===== src/rtl/draw_dstrd_ctrl.sv =====
// Destination-pixel readback sequencer: splits a START command into credit-gated
// VRAM burst reads that fill the draw destination buffer, and reports BUSY/DONE/ERR.
module draw_dstrd_ctrl #(
  parameter int ADDR_W     = 32,
  parameter int CNT_W      = 16,
  parameter int BURST      = 16,
  parameter int FIFO_DEPTH = 512
) (
  input  logic              CLK,
  input  logic              RST,
  input  logic              START,
  input  logic [ADDR_W-1:0] START_ADDR,
  input  logic [CNT_W-1:0]  WORD_CNT,
  output logic              VIF_RREQ,
  output logic [ADDR_W-1:0] VIF_RADDR,
  output logic [7:0]        VIF_RLEN,
  input  logic              VIF_RACK,
  input  logic              VIF_DRWRDATAVLD,
  input  logic              BUF_RD,
  output logic              DSTSEL,
  output logic              INIT,
  output logic              BUSY,
  output logic              DONE,
  output logic              ERR,
  output logic [2:0]        dbg_state
);

  localparam int CR_W  = $clog2(FIFO_DEPTH) + 1;
  localparam int OUT_W = CNT_W + 1;

  typedef enum logic [2:0] {
    S_IDLE  = 3'd0,
    S_CLR   = 3'd1,
    S_REQ   = 3'd2,
    S_WACK  = 3'd3,
    S_DRAIN = 3'd4,
    S_FIN   = 3'd5
  } state_t;

  state_t            state_q, state_d;
  logic [ADDR_W-1:0] addr_q, addr_d;
  logic [CNT_W-1:0]  rem_q, rem_d;
  logic [OUT_W-1:0]  out_q, out_d;
  logic [CR_W-1:0]   cr_q, cr_d;
  logic              err_q, err_d;
  logic              rreq_q, rreq_d;
  logic [ADDR_W-1:0] raddr_q, raddr_d;
  logic [7:0]        rlen_q, rlen_d;
  logic              dstsel_q, dstsel_d;
  logic              init_q, init_d;
  logic              busy_q, busy_d;
  logic              done_q, done_d;

  logic [7:0]        len;
  logic [CR_W-1:0]   free_cr;
  logic              rack_fire;
  logic              vld_ok;

  always_comb begin
    if (rem_q > CNT_W'(BURST)) len = 8'(BURST);
    else                       len = 8'(rem_q);
    free_cr   = CR_W'(FIFO_DEPTH) - cr_q;
    rack_fire = (state_q == S_WACK) && VIF_RACK;
    // Returning data is only legal while a command is active and words are owed.
    vld_ok    = VIF_DRWRDATAVLD && (state_q != S_IDLE) && (out_q != '0);
  end

  always_comb begin
    state_d = state_q;
    addr_d  = addr_q;
    rem_d   = rem_q;
    out_d   = out_q + (rack_fire ? OUT_W'(len) : '0) - (vld_ok ? OUT_W'(1) : '0);
    cr_d    = cr_q + (rack_fire ? CR_W'(len) : '0)
                   - ((BUF_RD && (cr_q != '0)) ? CR_W'(1) : '0);
    err_d   = err_q | (VIF_DRWRDATAVLD && !vld_ok);

    case (state_q)
      S_IDLE: begin
        if (START) begin
          state_d = S_CLR;
          addr_d  = START_ADDR;
          rem_d   = WORD_CNT;
          err_d   = 1'b0;
        end
      end
      S_CLR: begin
        cr_d    = '0;
        state_d = (rem_q != '0) ? S_REQ : S_FIN;
      end
      S_REQ: begin
        if (free_cr >= CR_W'(len)) state_d = S_WACK;
      end
      S_WACK: begin
        if (VIF_RACK) begin
          addr_d  = addr_q + ADDR_W'({len, 3'b000});
          rem_d   = rem_q - CNT_W'(len);
          state_d = (rem_d != '0) ? S_REQ : S_DRAIN;
        end
      end
      S_DRAIN: begin
        if (out_q == '0) state_d = S_FIN;
      end
      S_FIN: begin
        state_d = S_IDLE;
      end
      default: state_d = S_IDLE;
    endcase

    // Outputs are registered from the next state so they line up with it.
    rreq_d   = (state_d == S_WACK);
    raddr_d  = (state_d == S_WACK) ? addr_q : '0;
    rlen_d   = (state_d == S_WACK) ? len : '0;
    dstsel_d = (state_d != S_IDLE);
    busy_d   = (state_d != S_IDLE);
    init_d   = (state_d == S_CLR);
    done_d   = (state_d == S_FIN);
  end

  always_ff @(posedge CLK) begin
    if (RST) begin
      state_q  <= S_IDLE;
      addr_q   <= '0;
      rem_q    <= '0;
      out_q    <= '0;
      cr_q     <= '0;
      err_q    <= 1'b0;
      rreq_q   <= 1'b0;
      raddr_q  <= '0;
      rlen_q   <= '0;
      dstsel_q <= 1'b0;
      init_q   <= 1'b0;
      busy_q   <= 1'b0;
      done_q   <= 1'b0;
    end else begin
      state_q  <= state_d;
      addr_q   <= addr_d;
      rem_q    <= rem_d;
      out_q    <= out_d;
      cr_q     <= cr_d;
      err_q    <= err_d;
      rreq_q   <= rreq_d;
      raddr_q  <= raddr_d;
      rlen_q   <= rlen_d;
      dstsel_q <= dstsel_d;
      init_q   <= init_d;
      busy_q   <= busy_d;
      done_q   <= done_d;
    end
  end

  assign VIF_RREQ  = rreq_q;
  assign VIF_RADDR = raddr_q;
  assign VIF_RLEN  = rlen_q;
  assign DSTSEL    = dstsel_q;
  assign INIT      = init_q;
  assign BUSY      = busy_q;
  assign DONE      = done_q;
  assign ERR       = err_q;
  assign dbg_state = state_q;

endmodule

===== config.mk =====
export PLATFORM = sky130hd
export DESIGN_NAME = draw_dstrd_ctrl
export DESIGN_NICKNAME = d
export VERILOG_FILES = /design/src/rtl/draw_dstrd_ctrl.sv
export SDC_FILE = /design/constraint.sdc
export NUM_CORES = 1
export LEC_CHECK = 0
export CAP_MARGIN = 40
export CORE_MARGIN = 2
export CORE_UTILIZATION = 55
export CTS_BUF_LIST = sky130_fd_sc_hd__clkbuf_4 sky130_fd_sc_hd__clkbuf_8 sky130_fd_sc_hd__clkbuf_16
export CTS_CLUSTER_SIZE = 30
export DETAILED_ROUTE_END_ITERATION = 8
export PLACE_DENSITY = 0.8
export RECOVER_POWER = 100
export SLEW_MARGIN = 30
export SYNTH_ARGS = -nofsm -noshare
export SYNTH_HDL_FRONTEND = slang
export SYNTH_SLANG_ARGS = --single-unit

===== constraint.sdc =====
create_clock -name CLK -period 5.8 [get_ports CLK]
set_input_delay 1.16 -clock CLK [delete_from_list [all_inputs] [get_ports CLK]]
set_output_delay 1.16 -clock CLK [all_outputs]
set_load 0.005 [all_outputs]

==> results of run 1 <==
## path summary, 6_finish.rpt
check                           cells after the start             to  startpoint  slack (ns)
worst min-delay path                                1   VIF_RADDR[2]   addr_q[2]        0.45
worst max register to register                     13  VIF_RADDR[11]    rem_q[4]        0.74
worst max-delay path                               13  VIF_RADDR[11]    rem_q[4]        0.74
worst min register to register                      1   VIF_RADDR[2]   addr_q[2]        0.45
## cell usage in the layout, fill, tap and decap left out, types with 9 or more instances in the layout
cell type        instances
or3_1                    9
a311oi_1                 9
a21oi_1                 58
ha_1                    64
o21ai_0                 44
nor2b_1                 10
dlygate4sd3_1           50
dfxtp_1                123
nor2_1                  93
inv_1                   87
clkbuf_16               17
and2_1                  35
nor3_1                  31
xnor2_1                 16
a211oi_1                19
nand3_1                 17
nand2_1                 75
nor4_1                  15
clkdlybuf4s50_1         51
o31ai_1                 10
nand4_1                 11
conb_1                  16
xor2_1                  13
## metrics by stage
stage	utilization (%)	power [W]	setup slack, ns	std cells	hold slack (ns)
2_1_floorplan	-	0.00299	1.79	922	0.430
6_report	70.2	0.00455	0.743	1187	0.452
5_1_grt	70.2	0.00492	0.389	1187	0.472
4_1_cts	70.6	0.00457	1.14	1186	0.453
3_3_place_gp	65.9	0.00349	1.01	1154	0.438
3_5_place_dp	66.1	0.00354	0.843	1155	0.443
## critical path, delay by kind of cell, from the launching register on
family,cells,cell delay (ns)
flops,1,0.63
fa+ha+maj,1,0.36
compound gates,3,0.93
simple gates,7,2.27
buf+inv,2,0.79
## sequential cells by signal (all words and copies together) (netlist names)
signal,count
cr_q,10
rem_q,16
dbg_state,3
out_q,17
ERR,1
DONE,1
BUSY,1
addr_q,32
INIT,1
VIF_RLEN,8
VIF_RADDR,32
VIF_RREQ,1
## routing by layer
metal,wire (um),vias up
met5,0,-
met4,505,0
met3,1170,46
met2,8790,270
met1,8130,3134
li1,-,3368
## logic make-up after synthesis
logic type | after synthesis
AO/OA/AOI/OAI | 213
XOR/XNOR | 29
adder cells (fa/ha/maj) | 67
buffers and inverters | 136
flip-flops | 123
multiplexers | 2
other | 2
AND/OR/NAND/NOR | 336
## cell type report
type	instances	area share, %
multi-input cells	663	47.9
flip-flops and latches	123	27.6
repair buffers	111	12.2
clock buffers	18	4.92
inverters	87	3.66
well taps	172	2.41
clock inverters	13	1.36
## power by group through the flow
| stage | sequential, W | combinational, W | clock (W) |
|---|---|---|---|
| floorplan | 0.00119 | 0.00180 | 0 |
| global placement | 0.00127 | 0.00222 | 0 |
| detailed placement | 0.00127 | 0.00227 | 0 |
| CTS | 0.00126 | 0.00230 | 0.00101 |
| global route | 0.00129 | 0.00258 | 0.00105 |
| finish | 0.00127 | 0.00229 | 0.000998 |
## Yosys cell counts (all sizes together), types with 9 or more instances
library cell	number	area, um^2
xor2	13	114
nand3	18	95.1
buf	13	78.8
nor2	93	349
a311oi	9	78.8
ha	64	801
nor4	18	155
inv	87	327
o21ai	44	220
o31ai	10	75.1
or3	9	56.3
nor3	31	155
a211oi	19	143
nand4	11	68.8
dfxtp	123	2460
and2	40	250
a21oi	58	290
nand2	76	285
xnor2	16	140
clkbuf	36	135
nor2b	10	62.6
==> flow_summary.html, run 1 <==
<table>
<tr><th>Metric</th><th>Value</th></tr>
<tr><th colspan="2">Clocking</th></tr>
<tr><td>Depth of the CTS H-tree</td><td>4</td></tr>
<tr><td>Post-CTS setup buffers</td><td>0</td></tr>
<tr><td>CTS root buffer</td><td>clkbuf_16</td></tr>
<tr><td>Clock tree from TritonCTS</td><td>yes</td></tr>
<tr><td>CTS hold repair buffers</td><td>0</td></tr>
<tr><td>Clock net sink count</td><td>123</td></tr>
<tr><td>Clock buffer depth</td><td>2</td></tr>
<tr><td>Latest clock arrival within the worst-skew pair</td><td>roughly 0.42 ns</td></tr>
<tr><td>Post-CTS clock slew at the launch and capture registers of the worst setup and hold paths</td><td>0.05 ns</td></tr>
<tr><td>CTS-repair resized insts</td><td>0</td></tr>
<tr><td>Number of clock buffers inserted by TritonCTS</td><td>17</td></tr>
<tr><th colspan="2">Finish</th></tr>
<tr><td>Total Nets Final</td><td>1124</td></tr>
<tr><td>Register area</td><td>2460 um^2</td></tr>
<tr><td>Layout cells sized above 1</td><td>4.04%</td></tr>
<tr><td>Area of all placed cells without fillers</td><td>8930 um^2</td></tr>
<tr><td>Growth of design area from synthesis to finish</td><td>23.2%</td></tr>
<tr><td>Final antenna diode count</td><td>0</td></tr>
<tr><td>Area used by multi-input combinational logic</td><td>4270 um^2</td></tr>
<tr><td>Fill cell instance count of the final layout</td><td>1068</td></tr>
<tr><th colspan="2">Yosys</th></tr>
<tr><td>Number of enable flip-flop cells after synthesis</td><td>0</td></tr>
<tr><td>Synth Area per Inst</td><td>7.98 um^2</td></tr>
<tr><td>Dominant combinational cell family by area after synthesis</td><td>simple AND/OR/NAND/NOR gates</td></tr>
<tr><td>Post-synth ARST share</td><td>0%</td></tr>
<tr><td>Synth unique cells</td><td>70</td></tr>
<tr><td>Most used flip-flop cell after synthesis</td><td>dfxtp_1</td></tr>
<tr><td>Count of synthesis-stage warnings from yosys</td><td>0</td></tr>
<tr><td>Synthesized-area fraction occupied by xor and xnor cells</td><td>roughly 3.5%</td></tr>
<tr><td>Area share of and/or/nand/nor cells after synthesis</td><td>23.5%</td></tr>
<tr><td>Post-synthesis sequential area ratio</td><td>34.0%</td></tr>
<tr><td>Count of state elements after synthesis</td><td>123</td></tr>
<tr><td>Mapped Cells</td><td>~900</td></tr>
<tr><td>Mux share of post-synthesis cell area</td><td>0.276%</td></tr>
<tr><td>Netlist area before placement</td><td>7250 um^2</td></tr>
<tr><td>Synthesized-area fraction occupied by adder cells</td><td>11.9%</td></tr>
<tr><td>Fraction of the mapped netlist area in compound gates</td><td>19.3%</td></tr>
<tr><th colspan="2">Global route</th></tr>
<tr><td>Global-route wire length before repair</td><td>31200 um</td></tr>
<tr><td>Met3 Use GR</td><td>5.69%</td></tr>
<tr><td>Number of antenna violations at the first check in global routing</td><td>0</td></tr>
<tr><td>Met1 Usage GRT</td><td>33.8%</td></tr>
<tr><td>Number of global-route vias before repair</td><td>6522</td></tr>
<tr><td>Aggregate global-route resource usage</td><td>a little over a quarter</td></tr>
<tr><td>Maximum number of pins on one net before global-route repair</td><td>61</td></tr>
<tr><td>Met2 routing resource usage after global routing</td><td>45.4%</td></tr>
<tr><td>Overflow after GRT</td><td>0</td></tr>
<tr><td>Most used routing layer in global routing</td><td>met2</td></tr>
<tr><th colspan="2">Critical path</th></tr>
<tr><td>Highest cell delay on the worst timing path</td><td>between 1 and 1.5 ns</td></tr>
<tr><td>Sequence of cells on the critical path</td><td>nor4_1 -&gt; nand3_2 -&gt; clkbuf_1 -&gt; nand2_1 -&gt; ha_1 -&gt; o41a_1 -&gt; a2111o_1 -&gt; o221ai_1 -&gt; or4_1 -&gt; nor4_1 -&gt; nor4b_1 -&gt; buf_4 -&gt; and2_1</td></tr>
<tr><td>Cell with the largest stage delay on the worst path</td><td>nor4b_1</td></tr>
<tr><td>Arrival time at the worst endpoint</td><td>~5.4 ns</td></tr>
<tr><td>Type of destination of the critical path</td><td>flip-flop</td></tr>
<tr><td>CP most frequent cell</td><td>nor4_1</td></tr>
<tr><td>Highest fanout seen on the critical path</td><td>27</td></tr>
<tr><td>Required time of the critical path</td><td>6.15 ns</td></tr>
<tr><td>Startpoint kind of the worst setup timing path</td><td>flip-flop</td></tr>
<tr><td>WS Path Type</td><td>flip-flop to flip-flop</td></tr>
<tr><th colspan="2">Routing</th></tr>
<tr><td># DRC</td><td>0</td></tr>
<tr><td>Detailed-route wire length</td><td>18600 um</td></tr>
<tr><td>Vias</td><td>6818</td></tr>
<tr><td>Routed WL per cell</td><td>15.7 um</td></tr>
<tr><td>First DRT Iteration DRCs</td><td>around 660</td></tr>
<tr><td>Vias per cell</td><td>5.74</td></tr>
<tr><td>Initial DRT Pass Iterations</td><td>5</td></tr>
<tr><td>Number of nets with antenna violations after routing</td><td>0</td></tr>
<tr><th colspan="2">Worst hold path</th></tr>
<tr><td>Hold Crit Class</td><td>flip-flop to flip-flop</td></tr>
<tr><th colspan="2">Place</th></tr>
<tr><td>Port-buffer cells</td><td>102</td></tr>
<tr><td>Routability-driven placement congestion ratio</td><td>0.924</td></tr>
<tr><td>Half-perimeter wire length after detailed placement</td><td>13000 um</td></tr>
<tr><td>Placed cell area</td><td>8420 um^2</td></tr>
<tr><th colspan="2">STA</th></tr>
<tr><td>Period utilization</td><td>87.2%</td></tr>
<tr><td>Final hold violations</td><td>0</td></tr>
<tr><td>Worst setup skew after layout</td><td>0.00865 ns</td></tr>
<tr><td>Minimum clock period after layout</td><td>5.06 ns</td></tr>
<tr><td>Max-slew headroom at the worst pin</td><td>-34.7%</td></tr>
<tr><td>Final slew viol count</td><td>111</td></tr>
<tr><td>Fin Setup TNS</td><td>0 ns</td></tr>
<tr><td>Final Setup Violations</td><td>0</td></tr>
<tr><td>Worst slew pin tran</td><td>around 2 ns</td></tr>
<tr><td>Unrepaired setup endpoints after global routing</td><td>no</td></tr>
<tr><td>Achievable clock frequency</td><td>198 MHz</td></tr>
<tr><th colspan="2">Power and ir drop</th></tr>
<tr><td>Proportion of total power due to net switching</td><td>42.0%</td></tr>
<tr><td>Sequential power share</td><td>27.8%</td></tr>
<tr><td>Leakage</td><td>about 3.8 nW</td></tr>
<tr><td>Power density relative to cell area</td><td>510 nW/um^2</td></tr>
<tr><td>Reported net switching power</td><td>around 0.0019 W</td></tr>
<tr><td>Combinational group share of total power</td><td>approximately half</td></tr>
<tr><td>Fraction of power consumed by the clock network</td><td>21.9%</td></tr>
<tr><td>IR drop worst, VDD</td><td>332 uV</td></tr>
<tr><td>Power Internal</td><td>0.00264 W</td></tr>
<tr><th colspan="2">Die</th></tr>
<tr><td>Die area</td><td>14100 um^2</td></tr>
<tr><td>Starting density of the core</td><td>57.0%</td></tr>
<tr><td>Core outline area</td><td>12700 um^2</td></tr>
<tr><td>Top-Level Pins</td><td>a little over 100</td></tr>
<tr><td>Die H</td><td>119 um</td></tr>
<tr><td>Core Rows</td><td>41</td></tr>
<tr><td>Horizontal die dimension</td><td>119 um</td></tr>
<tr><th colspan="2">Run status</th></tr>
<tr><td>Violated checks</td><td>capacitance limit, slew limit</td></tr>
<tr><td>Result of the run</td><td>complete, but fails checks</td></tr>
<tr><th colspan="2">Run</th></tr>
<tr><td>Max capacitance violation total</td><td>3</td></tr>
</table>
Power figures use the tool's default switching activity.
==> run 2, diff against run 1 <==
- CORE_MARGIN: 2 -> default
==> run 2 against run 1 <==
The run still ends with capacitance limit, slew limit left. Worst hold slack worse by 0.0058 ns. First-iteration DRC count is 5.0% lower. Combinational power hardly changed. Critical path depth stayed put. Clock skew hardly changed. Register-to-register slack better by 0.16 ns. Non-clock buffer count is 2 higher. Via count hardly changed. Utilization is 1.0 points higher. Count of clock-buffer cells in the layout is 2 higher. Wire length is 0.81% higher. Critical path type unchanged. Critical endpoint unchanged. Largest cell class unchanged. Largest power group unchanged. Highest routed layer unchanged.
==> flow_summary.html, run 2 (synthesis results as in run 1) <==
<table>
<tr><th>Metric</th><th>Value</th></tr>
<tr><th colspan="2">STA</th></tr>
<tr><td>Fin Setup TNS</td><td>0 ns (unchanged)</td></tr>
<tr><td>Worst setup skew after layout</td><td>0.00884 ns (+0.000192 ns)</td></tr>
<tr><td>Unrepaired setup endpoints after global routing</td><td>no</td></tr>
<tr><td>Final hold violations</td><td>0 (unchanged)</td></tr>
<tr><td>Final slew viol count</td><td>37 (-67%)</td></tr>
<tr><td>Achievable clock frequency</td><td>204 MHz (+3.3%)</td></tr>
<tr><td>Period utilization</td><td>84.4% (-2.8 points)</td></tr>
<tr><td>Worst slew pin tran</td><td>1.73 ns (-0.288 ns)</td></tr>
<tr><td>Minimum clock period after layout</td><td>4.90 ns (-0.162 ns)</td></tr>
<tr><td>Max-slew headroom at the worst pin</td><td>-15.2% (+20 points)</td></tr>
<tr><td>Final Setup Violations</td><td>0 (unchanged)</td></tr>
<tr><td>Final setup margin</td><td>0.905 ns (+0.162 ns)</td></tr>
<tr><th colspan="2">Clocking</th></tr>
<tr><td>Clock tree from TritonCTS</td><td>yes</td></tr>
<tr><td>Depth of the CTS H-tree</td><td>4 (unchanged)</td></tr>
<tr><td>CTS root buffer</td><td>clkbuf_16</td></tr>
<tr><td>Post-CTS clock slew at the launch and capture registers of the worst setup and hold paths</td><td>0.05 ns (about the same)</td></tr>
<tr><td>CTS-repair resized insts</td><td>0 (unchanged)</td></tr>
<tr><td>Latest clock arrival within the worst-skew pair</td><td>0.42 ns (about the same)</td></tr>
<tr><td>Clock buffer depth</td><td>2 (unchanged)</td></tr>
<tr><td>Post-CTS setup buffers</td><td>0 (unchanged)</td></tr>
<tr><td>Clock net sink count</td><td>123 (unchanged)</td></tr>
<tr><td>CTS hold repair buffers</td><td>0 (unchanged)</td></tr>
<tr><td>Number of clock buffers inserted by TritonCTS</td><td>17 (unchanged)</td></tr>
<tr><th colspan="2">Critical path</th></tr>
<tr><td>Register-to-Register Path Depth</td><td>13 (unchanged)</td></tr>
<tr><td>Sequence of cells on the critical path</td><td>nor4_2 -&gt; nand3_2 -&gt; clkbuf_1 -&gt; nand2_1 -&gt; ha_1 -&gt; o41a_1 -&gt; a2111o_1 -&gt; o221ai_1 -&gt; or4_1 -&gt; nor4_1 -&gt; nor4b_4 -&gt; clkbuf_1 -&gt; and2_0</td></tr>
<tr><td>Cell with the largest stage delay on the worst path</td><td>nor4_2</td></tr>
<tr><td>Type of destination of the critical path</td><td>flip-flop</td></tr>
<tr><td>Highest fanout seen on the critical path</td><td>27 (unchanged)</td></tr>
<tr><td>Startpoint kind of the worst setup timing path</td><td>flip-flop</td></tr>
<tr><td>Worst r2r src</td><td>rem_q[8]</td></tr>
<tr><td>Arrival time at the worst endpoint</td><td>5.18 ns (-0.23 ns)</td></tr>
<tr><td>Number of buffer and inverter instances along the worst setup path</td><td>2 (unchanged)</td></tr>
<tr><td>Launch point of the worst path</td><td>rem_q[8]</td></tr>
<tr><td>CP most frequent cell</td><td>clkbuf_1</td></tr>
<tr><td>Highest cell delay on the worst timing path</td><td>0.76 ns (-0.57 ns)</td></tr>
<tr><td>Required time of the critical path</td><td>6.09 ns (-0.06 ns)</td></tr>
<tr><td>WS Path Type</td><td>flip-flop to flip-flop</td></tr>
<tr><td>Reg-to-reg setup timing slack</td><td>0.90 ns (+0.16 ns)</td></tr>
<tr><td>R2R Path End</td><td>VIF_RADDR[11]</td></tr>
<tr><td>Top cell family by delay on the critical path</td><td>simple AND/OR/NAND/NOR gates</td></tr>
<tr><th colspan="2">Routing</th></tr>
<tr><td># DRC</td><td>0 (unchanged)</td></tr>
<tr><td>Detailed-route wire length</td><td>18700 um (+0.81%)</td></tr>
<tr><td>Number of nets with antenna violations after routing</td><td>0 (unchanged)</td></tr>
<tr><td>Vias per cell</td><td>5.73 (-0.26%)</td></tr>
<tr><td>Vias</td><td>6812 (-0.088%)</td></tr>
<tr><td>First DRT Iteration DRCs</td><td>628 (-5.0%)</td></tr>
<tr><td>Routed WL per cell</td><td>15.8 um (+0.64%)</td></tr>
<tr><td>Initial DRT Pass Iterations</td><td>5 (unchanged)</td></tr>
<tr><th colspan="2">Power and ir drop</th></tr>
<tr><td>Total power of the final layout</td><td>0.00477 W (+4.7%)</td></tr>
<tr><td>Sequential power share</td><td>26.4% (-1.4 points)</td></tr>
<tr><td>Reported net switching power</td><td>0.00190 W (-0.72%)</td></tr>
<tr><td>Power Internal</td><td>0.00287 W (+8.6%)</td></tr>
<tr><td>Leakage</td><td>3.88 nW (+1.2%)</td></tr>
<tr><td>Power density relative to cell area</td><td>526 nW/um^2 (+3.2%)</td></tr>
<tr><td>IR drop worst, VDD</td><td>326 uV (-1.8%)</td></tr>
<tr><td>Proportion of total power due to net switching</td><td>39.8% (-2.2 points)</td></tr>
<tr><td>Combinational group share of total power</td><td>48.2% (-2.1 points)</td></tr>
<tr><td>Fraction of power consumed by the clock network</td><td>25.3% (+3.4 points)</td></tr>
<tr><th colspan="2">Die</th></tr>
<tr><td>Die area</td><td>13600 um^2 (-3.3%)</td></tr>
<tr><td>Core Rows</td><td>41 (unchanged)</td></tr>
<tr><td>Horizontal die dimension</td><td>117 um (-1.7%)</td></tr>
<tr><td>Top-Level Pins</td><td>103 (unchanged)</td></tr>
<tr><td>Die H</td><td>117 um (-1.7%)</td></tr>
<tr><td>Starting density of the core</td><td>57.0% (unchanged)</td></tr>
<tr><td>Core outline area</td><td>12700 um^2 (unchanged)</td></tr>
<tr><th colspan="2">Worst hold path</th></tr>
<tr><td>Hold Crit Class</td><td>flip-flop to flip-flop</td></tr>
<tr><td>Worst Hold Path Cells</td><td>2 (+1)</td></tr>
<tr><td>Hold path endpoint</td><td>addr_q[0]</td></tr>
<tr><td>Hold path start</td><td>addr_q[0]</td></tr>
<tr><th colspan="2">Global route</th></tr>
<tr><td>Number of antenna violations at the first check in global routing</td><td>0 (unchanged)</td></tr>
<tr><td>Aggregate global-route resource usage</td><td>29.3% (+2.0 points)</td></tr>
<tr><td>Number of global-route vias before repair</td><td>6515 (-0.11%)</td></tr>
<tr><td>Maximum number of pins on one net before global-route repair</td><td>46 (-25%)</td></tr>
<tr><td>Global-route wire length before repair</td><td>30900 um (-1.0%)</td></tr>
<tr><td>Overflow after GRT</td><td>0 (unchanged)</td></tr>
<tr><th colspan="2">Place</th></tr>
<tr><td>Routability-driven placement congestion ratio</td><td>0.921 (-0.30%)</td></tr>
<tr><td>Port-buffer cells</td><td>102 (unchanged)</td></tr>
<tr><td>Half-perimeter wire length after detailed placement</td><td>13200 um (+1.5%)</td></tr>
<tr><td>Worst Setup Slack post-DPL</td><td>0.869 ns (+0.0261 ns)</td></tr>
<tr><th colspan="2">Finish</th></tr>
<tr><td>Commonest cells after routing, fill and taps aside</td><td>123 x dfxtp_1, 93 x nor2_1, 87 x inv_1</td></tr>
<tr><td>Fill cell instance count of the final layout</td><td>1014 (-5.1%)</td></tr>
<tr><td>Layout cells sized above 1</td><td>4.23% (+0.19 points)</td></tr>
<tr><td>Final antenna diode count</td><td>0 (unchanged)</td></tr>
<tr><td>Core occupancy in the finished layout</td><td>71.2% (+1.0 points)</td></tr>
<tr><td>Commonest non-fill, non-tap cell in the layout</td><td>dfxtp_1</td></tr>
<tr><td>Total Nets Final</td><td>1126 (+0.18%)</td></tr>
<tr><td>Growth of design area from synthesis to finish</td><td>25.0%</td></tr>
<tr><th colspan="2">Run status</th></tr>
<tr><td>Result of the run</td><td>complete, but fails checks</td></tr>
<tr><td>Violated checks</td><td>capacitance limit, slew limit</td></tr>
<tr><th colspan="2">Run</th></tr>
<tr><td>Max capacitance violation total</td><td>1 (-2)</td></tr>
</table>
==> run 2: cell count changes in the layout (fill, tap and decap cells not counted), moves of 2 or more <==
cell and delta:
bufinv_16 +5, clkinv_4 -3, clkinvlp_4 -2, and2_1 -20, and2_0 +20, clkbuf_4 +2
==> run 2: per-layer routing <==
layer  global-route usage [%]  vias to the layer above  share of wire [%]
met5                        0                        -                  0
li1                         -                     3365                  -
met2                     49.9                      275                 47
met4                     14.9                        0                3.7
met1                     34.1                     3118                 42
met3                     7.52                       54                6.9
==> run 2: layout make-up <==
type | count | area, um^2 | share of cell area, %
Clock buffer | 20 | 454 | 5.01
Inverter | 87 | 327 | 3.61
Tap cell | 172 | 215 | 2.38
Timing Repair Buffer | 113 | 1090 | 12.1
Multi-Input combinational cell | 663 | 4290 | 47.4
Clock inverter | 11 | 216 | 2.39
Sequential cell | 123 | 2460 | 27.2
==> run 2: worst register-to-register path: stages, from the launching register on <==
cell and delay, ns:
dfxtp_1 0.40, nor4_2 0.76, nand3_2 0.13, clkbuf_1 0.27, nand2_1 0.13, ha_1 0.42
o41a_1 0.27, a2111o_1 0.14, o221ai_1 0.13, or4_1 0.57, nor4_1 0.58, nor4b_4 0.20
clkbuf_1 0.43, and2_0 0.36
==> run 2: stage by stage <==
| stage | area [um^2] | instances | hold slack (ns) |
|---|---|---|---|
| 6_report | 9060 | 1189 | 0.447 |
| 5_1_grt | 9060 | 1189 | 0.465 |
| 4_1_cts | 9090 | 1188 | 0.449 |
| 3_5_place_dp | 8420 | 1157 | 0.442 |
| 3_3_place_gp | 8400 | 1156 | 0.438 |
| 2_1_floorplan | 7300 | 922 | 0.430 |
==> run 2: worst max path at each step <==
stage,endpoint,slack (ns),cells after the start
detailed placement,out_q[12],0.87,15
CTS,out_q[12],1.13,16
global route,VIF_RADDR[11],0.55,13
floorplan,out_q[12],1.79,18
finish,VIF_RADDR[11],0.90,13
global placement,out_q[12],1.02,15
==> run 2: power groups by stage <==
stage	logic, W	clock network (W)	registers, W
finish	0.00230	0.00121	0.00126
global route	0.00261	0.00126	0.00129
floorplan	0.00180	0	0.00119
detailed placement	0.00227	0	0.00127
CTS	0.00231	0.00122	0.00125
global placement	0.00223	0	0.00126
==> run 3, diff against run 2 <==
- CORE_UTILIZATION: 55 -> 50
- PLACE_DENSITY: 0.8 -> 0.77
- clock period: 5.8 -> 4.5 ns (I/O delays scaled with it)
==> run 3 against run 2 <==
Power rose by 28%. Register-to-register slack got worse by 0.62 ns. Worst hold slack improved by 0.0012 ns. The run still ends with capacitance limit, slew limit left. Largest power group unchanged. Sequential power up 28%.
==> flow_summary.html, run 3 (synthesis results as in run 1) <==
<table>
<tr><th>Metric</th><th>Value</th></tr>
<tr><th colspan="2">Die</th></tr>
<tr><td>Die H</td><td>122 um (+4.8%)</td></tr>
<tr><td>Die area</td><td>15000 um^2 (+9.8%)</td></tr>
<tr><td>Starting density of the core</td><td>51.8% (-5.2 points)</td></tr>
<tr><td>Core Rows</td><td>43 (+4.9%)</td></tr>
<tr><td>Core outline area</td><td>14000 um^2 (+10%)</td></tr>
<tr><td>Horizontal die dimension</td><td>122 um (+4.8%)</td></tr>
<tr><td>Top-Level Pins</td><td>103 (unchanged)</td></tr>
<tr><th colspan="2">Place</th></tr>
<tr><td>Port-buffer cells</td><td>102 (unchanged)</td></tr>
<tr><td>Half-perimeter wire length after detailed placement</td><td>13500 um (+2.2%)</td></tr>
<tr><td>Routability-driven placement congestion ratio</td><td>0.955 (+3.7%)</td></tr>
<tr><td>Cell count after placement</td><td>1175 (+1.6%)</td></tr>
<tr><td>Placed cell area</td><td>8500 um^2 (+1.0%)</td></tr>
<tr><td>Worst Setup Slack post-DPL</td><td>0.0768 ns (-0.792 ns)</td></tr>
<tr><th colspan="2">STA</th></tr>
<tr><td>Max-slew headroom at the worst pin</td><td>-9.07% (+6.2 points)</td></tr>
<tr><td>Worst setup skew after layout</td><td>0.00638 ns (-0.00246 ns)</td></tr>
<tr><td>Period utilization</td><td>93.8% (+9.4 points)</td></tr>
<tr><td>Unrepaired setup endpoints after global routing</td><td>no</td></tr>
<tr><td>Final setup margin</td><td>0.280 ns (-0.624 ns)</td></tr>
<tr><td>Achievable clock frequency</td><td>237 MHz (+16%)</td></tr>
<tr><td>Final slew viol count</td><td>32 (-14%)</td></tr>
<tr><td>Fin Setup TNS</td><td>0 ns (unchanged)</td></tr>
<tr><td>Final hold violations</td><td>0 (unchanged)</td></tr>
<tr><td>Minimum clock period after layout</td><td>4.22 ns (-0.676 ns)</td></tr>
<tr><td>Worst slew pin tran</td><td>1.64 ns (-0.0924 ns)</td></tr>
<tr><td>Final Setup Violations</td><td>0 (unchanged)</td></tr>
<tr><th colspan="2">Clocking</th></tr>
<tr><td>Clock buffer depth</td><td>2 (unchanged)</td></tr>
<tr><td>Number of clock buffers inserted by TritonCTS</td><td>17 (unchanged)</td></tr>
<tr><td>Depth of the CTS H-tree</td><td>4 (unchanged)</td></tr>
<tr><td>CTS root buffer</td><td>clkbuf_16</td></tr>
<tr><td>Post-CTS setup buffers</td><td>0 (unchanged)</td></tr>
<tr><td>Clock net sink count</td><td>123 (unchanged)</td></tr>
<tr><td>Clock tree from TritonCTS</td><td>yes</td></tr>
<tr><td>Post-CTS clock slew at the launch and capture registers of the worst setup and hold paths</td><td>0.05 ns (about the same)</td></tr>
<tr><td>Latest clock arrival within the worst-skew pair</td><td>0.42 ns (about the same)</td></tr>
<tr><th colspan="2">Run status</th></tr>
<tr><td>Violated checks</td><td>capacitance limit, slew limit</td></tr>
<tr><td>Result of the run</td><td>complete, but fails checks</td></tr>
<tr><th colspan="2">Finish</th></tr>
<tr><td>Fill cell instance count of the final layout</td><td>1180 (+16%)</td></tr>
<tr><td>Growth of design area from synthesis to finish</td><td>25.5%</td></tr>
<tr><td>Final non-filler cell total</td><td>1205 (+1.3%)</td></tr>
<tr><td>Commonest cells after routing, fill and taps aside</td><td>123 x dfxtp_1, 93 x nor2_1, 87 x inv_1</td></tr>
<tr><td>Commonest non-fill, non-tap cell in the layout</td><td>dfxtp_1</td></tr>
<tr><td>Total Nets Final</td><td>1135 (+0.80%)</td></tr>
<tr><td>Final antenna diode count</td><td>0 (unchanged)</td></tr>
<tr><td>Area of all placed cells without fillers</td><td>9100 um^2 (+0.43%)</td></tr>
<tr><td>Layout cells sized above 1</td><td>4.98% (+0.75 points)</td></tr>
<tr><th colspan="2">Power and ir drop</th></tr>
<tr><td>Combinational group share of total power</td><td>49.7% (+1.5 points)</td></tr>
<tr><td>IR drop worst, VDD</td><td>439 uV (+35%)</td></tr>
<tr><td>Leakage</td><td>3.93 nW (+1.1%)</td></tr>
<tr><td>Power density relative to cell area</td><td>671 nW/um^2 (+28%)</td></tr>
<tr><td>Sequential power share</td><td>26.3% (about the same)</td></tr>
<tr><td>Reported net switching power</td><td>0.00246 W (+30%)</td></tr>
<tr><td>Fraction of power consumed by the clock network</td><td>24.1% (-1.2 points)</td></tr>
<tr><td>Power Internal</td><td>0.00364 W (+27%)</td></tr>
<tr><td>Proportion of total power due to net switching</td><td>40.4% (+0.57 points)</td></tr>
<tr><th colspan="2">Critical path</th></tr>
<tr><td>Required time of the critical path</td><td>4.79 ns (-1.30 ns)</td></tr>
<tr><td>Arrival time at the worst endpoint</td><td>4.51 ns (-0.67 ns)</td></tr>
<tr><td>Highest fanout seen on the critical path</td><td>6 (-78%)</td></tr>
<tr><td>Startpoint kind of the worst setup timing path</td><td>flip-flop</td></tr>
<tr><td>Reg-to-reg setup timing slack</td><td>0.28 ns (-0.62 ns)</td></tr>
<tr><td>Type of destination of the critical path</td><td>flip-flop</td></tr>
<tr><td>WS Path Type</td><td>flip-flop to flip-flop</td></tr>
<tr><th colspan="2">Routing</th></tr>
<tr><td>First DRT Iteration DRCs</td><td>711 (+13%)</td></tr>
<tr><td>Routed WL per cell</td><td>15.6 um (-1.3%)</td></tr>
<tr><td>Number of nets with antenna violations after routing</td><td>0 (unchanged)</td></tr>
<tr><td>Detailed-route wire length</td><td>18700 um (about the same)</td></tr>
<tr><td># DRC</td><td>0 (unchanged)</td></tr>
<tr><td>Vias per cell</td><td>5.67 (-0.95%)</td></tr>
<tr><td>Vias</td><td>6838 (+0.38%)</td></tr>
<tr><td>Initial DRT Pass Iterations</td><td>5 (unchanged)</td></tr>
<tr><th colspan="2">Global route</th></tr>
<tr><td>Number of global-route vias before repair</td><td>6356 (-2.4%)</td></tr>
<tr><td>Global-route wire length before repair</td><td>30900 um (about the same)</td></tr>
<tr><td>Maximum number of pins on one net before global-route repair</td><td>46 (unchanged)</td></tr>
<tr><td>Overflow after GRT</td><td>0 (unchanged)</td></tr>
<tr><td>Aggregate global-route resource usage</td><td>26.4% (-2.9 points)</td></tr>
<tr><td>Number of antenna violations at the first check in global routing</td><td>0 (unchanged)</td></tr>
<tr><th colspan="2">Worst hold path</th></tr>
<tr><td>Hold Crit Class</td><td>flip-flop to flip-flop</td></tr>
<tr><th colspan="2">Run</th></tr>
<tr><td>Max capacitance violation total</td><td>1 (unchanged)</td></tr>
</table>
## run 3: cell types whose count changed in the layout (fill, tap and decap cells not counted), sizes merged
| cell | change |
|---|---|
| clkdlybuf4s25 | -1 |
| clkbuf | +2 |
| clkdlybuf4s50 | +1 |
| buf | +9 |
| dlygate4sd3 | -1 |
| clkinvlp | -2 |
| clkinv | +2 |
| bufinv | -2 |
## run 3: final timing paths
kind / start / end / depth (start not counted)
hold reg to reg: addr_q[1] / addr_q[1] / 2
setup / recovery: rem_q[15] / out_q[14] / 17
hold / removal: addr_q[1] / addr_q[1] / 2
setup reg to reg: rem_q[15] / out_q[14] / 17
## run 3: cell type report
class,count,area [um^2],area share (%)
Tap cell,180,225,2.48
Clock inverter,9,163,1.79
Inverter,87,327,3.59
Clock buffer,21,474,5.21
Multi-Input combinational cell,663,4290,47.2
Timing Repair Buffer,122,1150,12.7
Sequential cell,123,2460,27.1
## run 3: power groups by stage
stage / sequential (W) / clock, W / combinational [W]
6_report: 0.00161 / 0.00147 / 0.00303
3_3_place_gp: 0.00161 / 0 / 0.00295
2_1_floorplan: 0.00153 / 0 / 0.00232
5_1_grt: 0.00165 / 0.00153 / 0.00342
3_5_place_dp: 0.00162 / 0 / 0.00301
4_1_cts: 0.00160 / 0.00148 / 0.00305
## run 3: worst max-delay path: stages (launching register included)
cell	delay (ns)
dfxtp_1	0.33
or4_1	0.65
nor2_1	0.20
and3_1	0.31
nand2_1	0.15
ha_1	0.30
inv_1	0.04
ha_1	0.18
inv_1	0.08
fa_1	0.20
nor2b_1	0.08
o31ai_1	0.46
a2111oi_2	0.15
buf_4	0.17
or4_1	0.40
a21oi_1	0.19
xor2_1	0.16
nor2_1	0.05
## run 3: stage by stage
| step | utilization (%) | hold slack, ns | total power (W) |
|---|---|---|---|
| final | 65.0 | 0.448 | 0.00611 |
| after global routing | 65.0 | 0.465 | 0.00660 |
| after CTS | 65.3 | 0.450 | 0.00613 |
| after detailed placement | 60.8 | 0.442 | 0.00463 |
| after global placement | 60.6 | 0.437 | 0.00456 |
| after floorplan | - | 0.430 | 0.00385 |
## run 3: repair_timing
item,4_1_cts,5_1_grt
hold buffers,0,0
gates resized for setup,0,2
endpoints found under the setup margin,0,2
## run 3: layer usage
| layer | track usage, % | part of all wire (%) | wire length, um |
|---|---|---|---|
| met5 | 0 | 0 | 0 |
| met4 | 11.3 | 2.9 | 538 |
| met3 | 6.27 | 7.4 | 1390 |
| met2 | 43.0 | 47 | 8720 |
| met1 | 33.2 | 43 | 8090 |
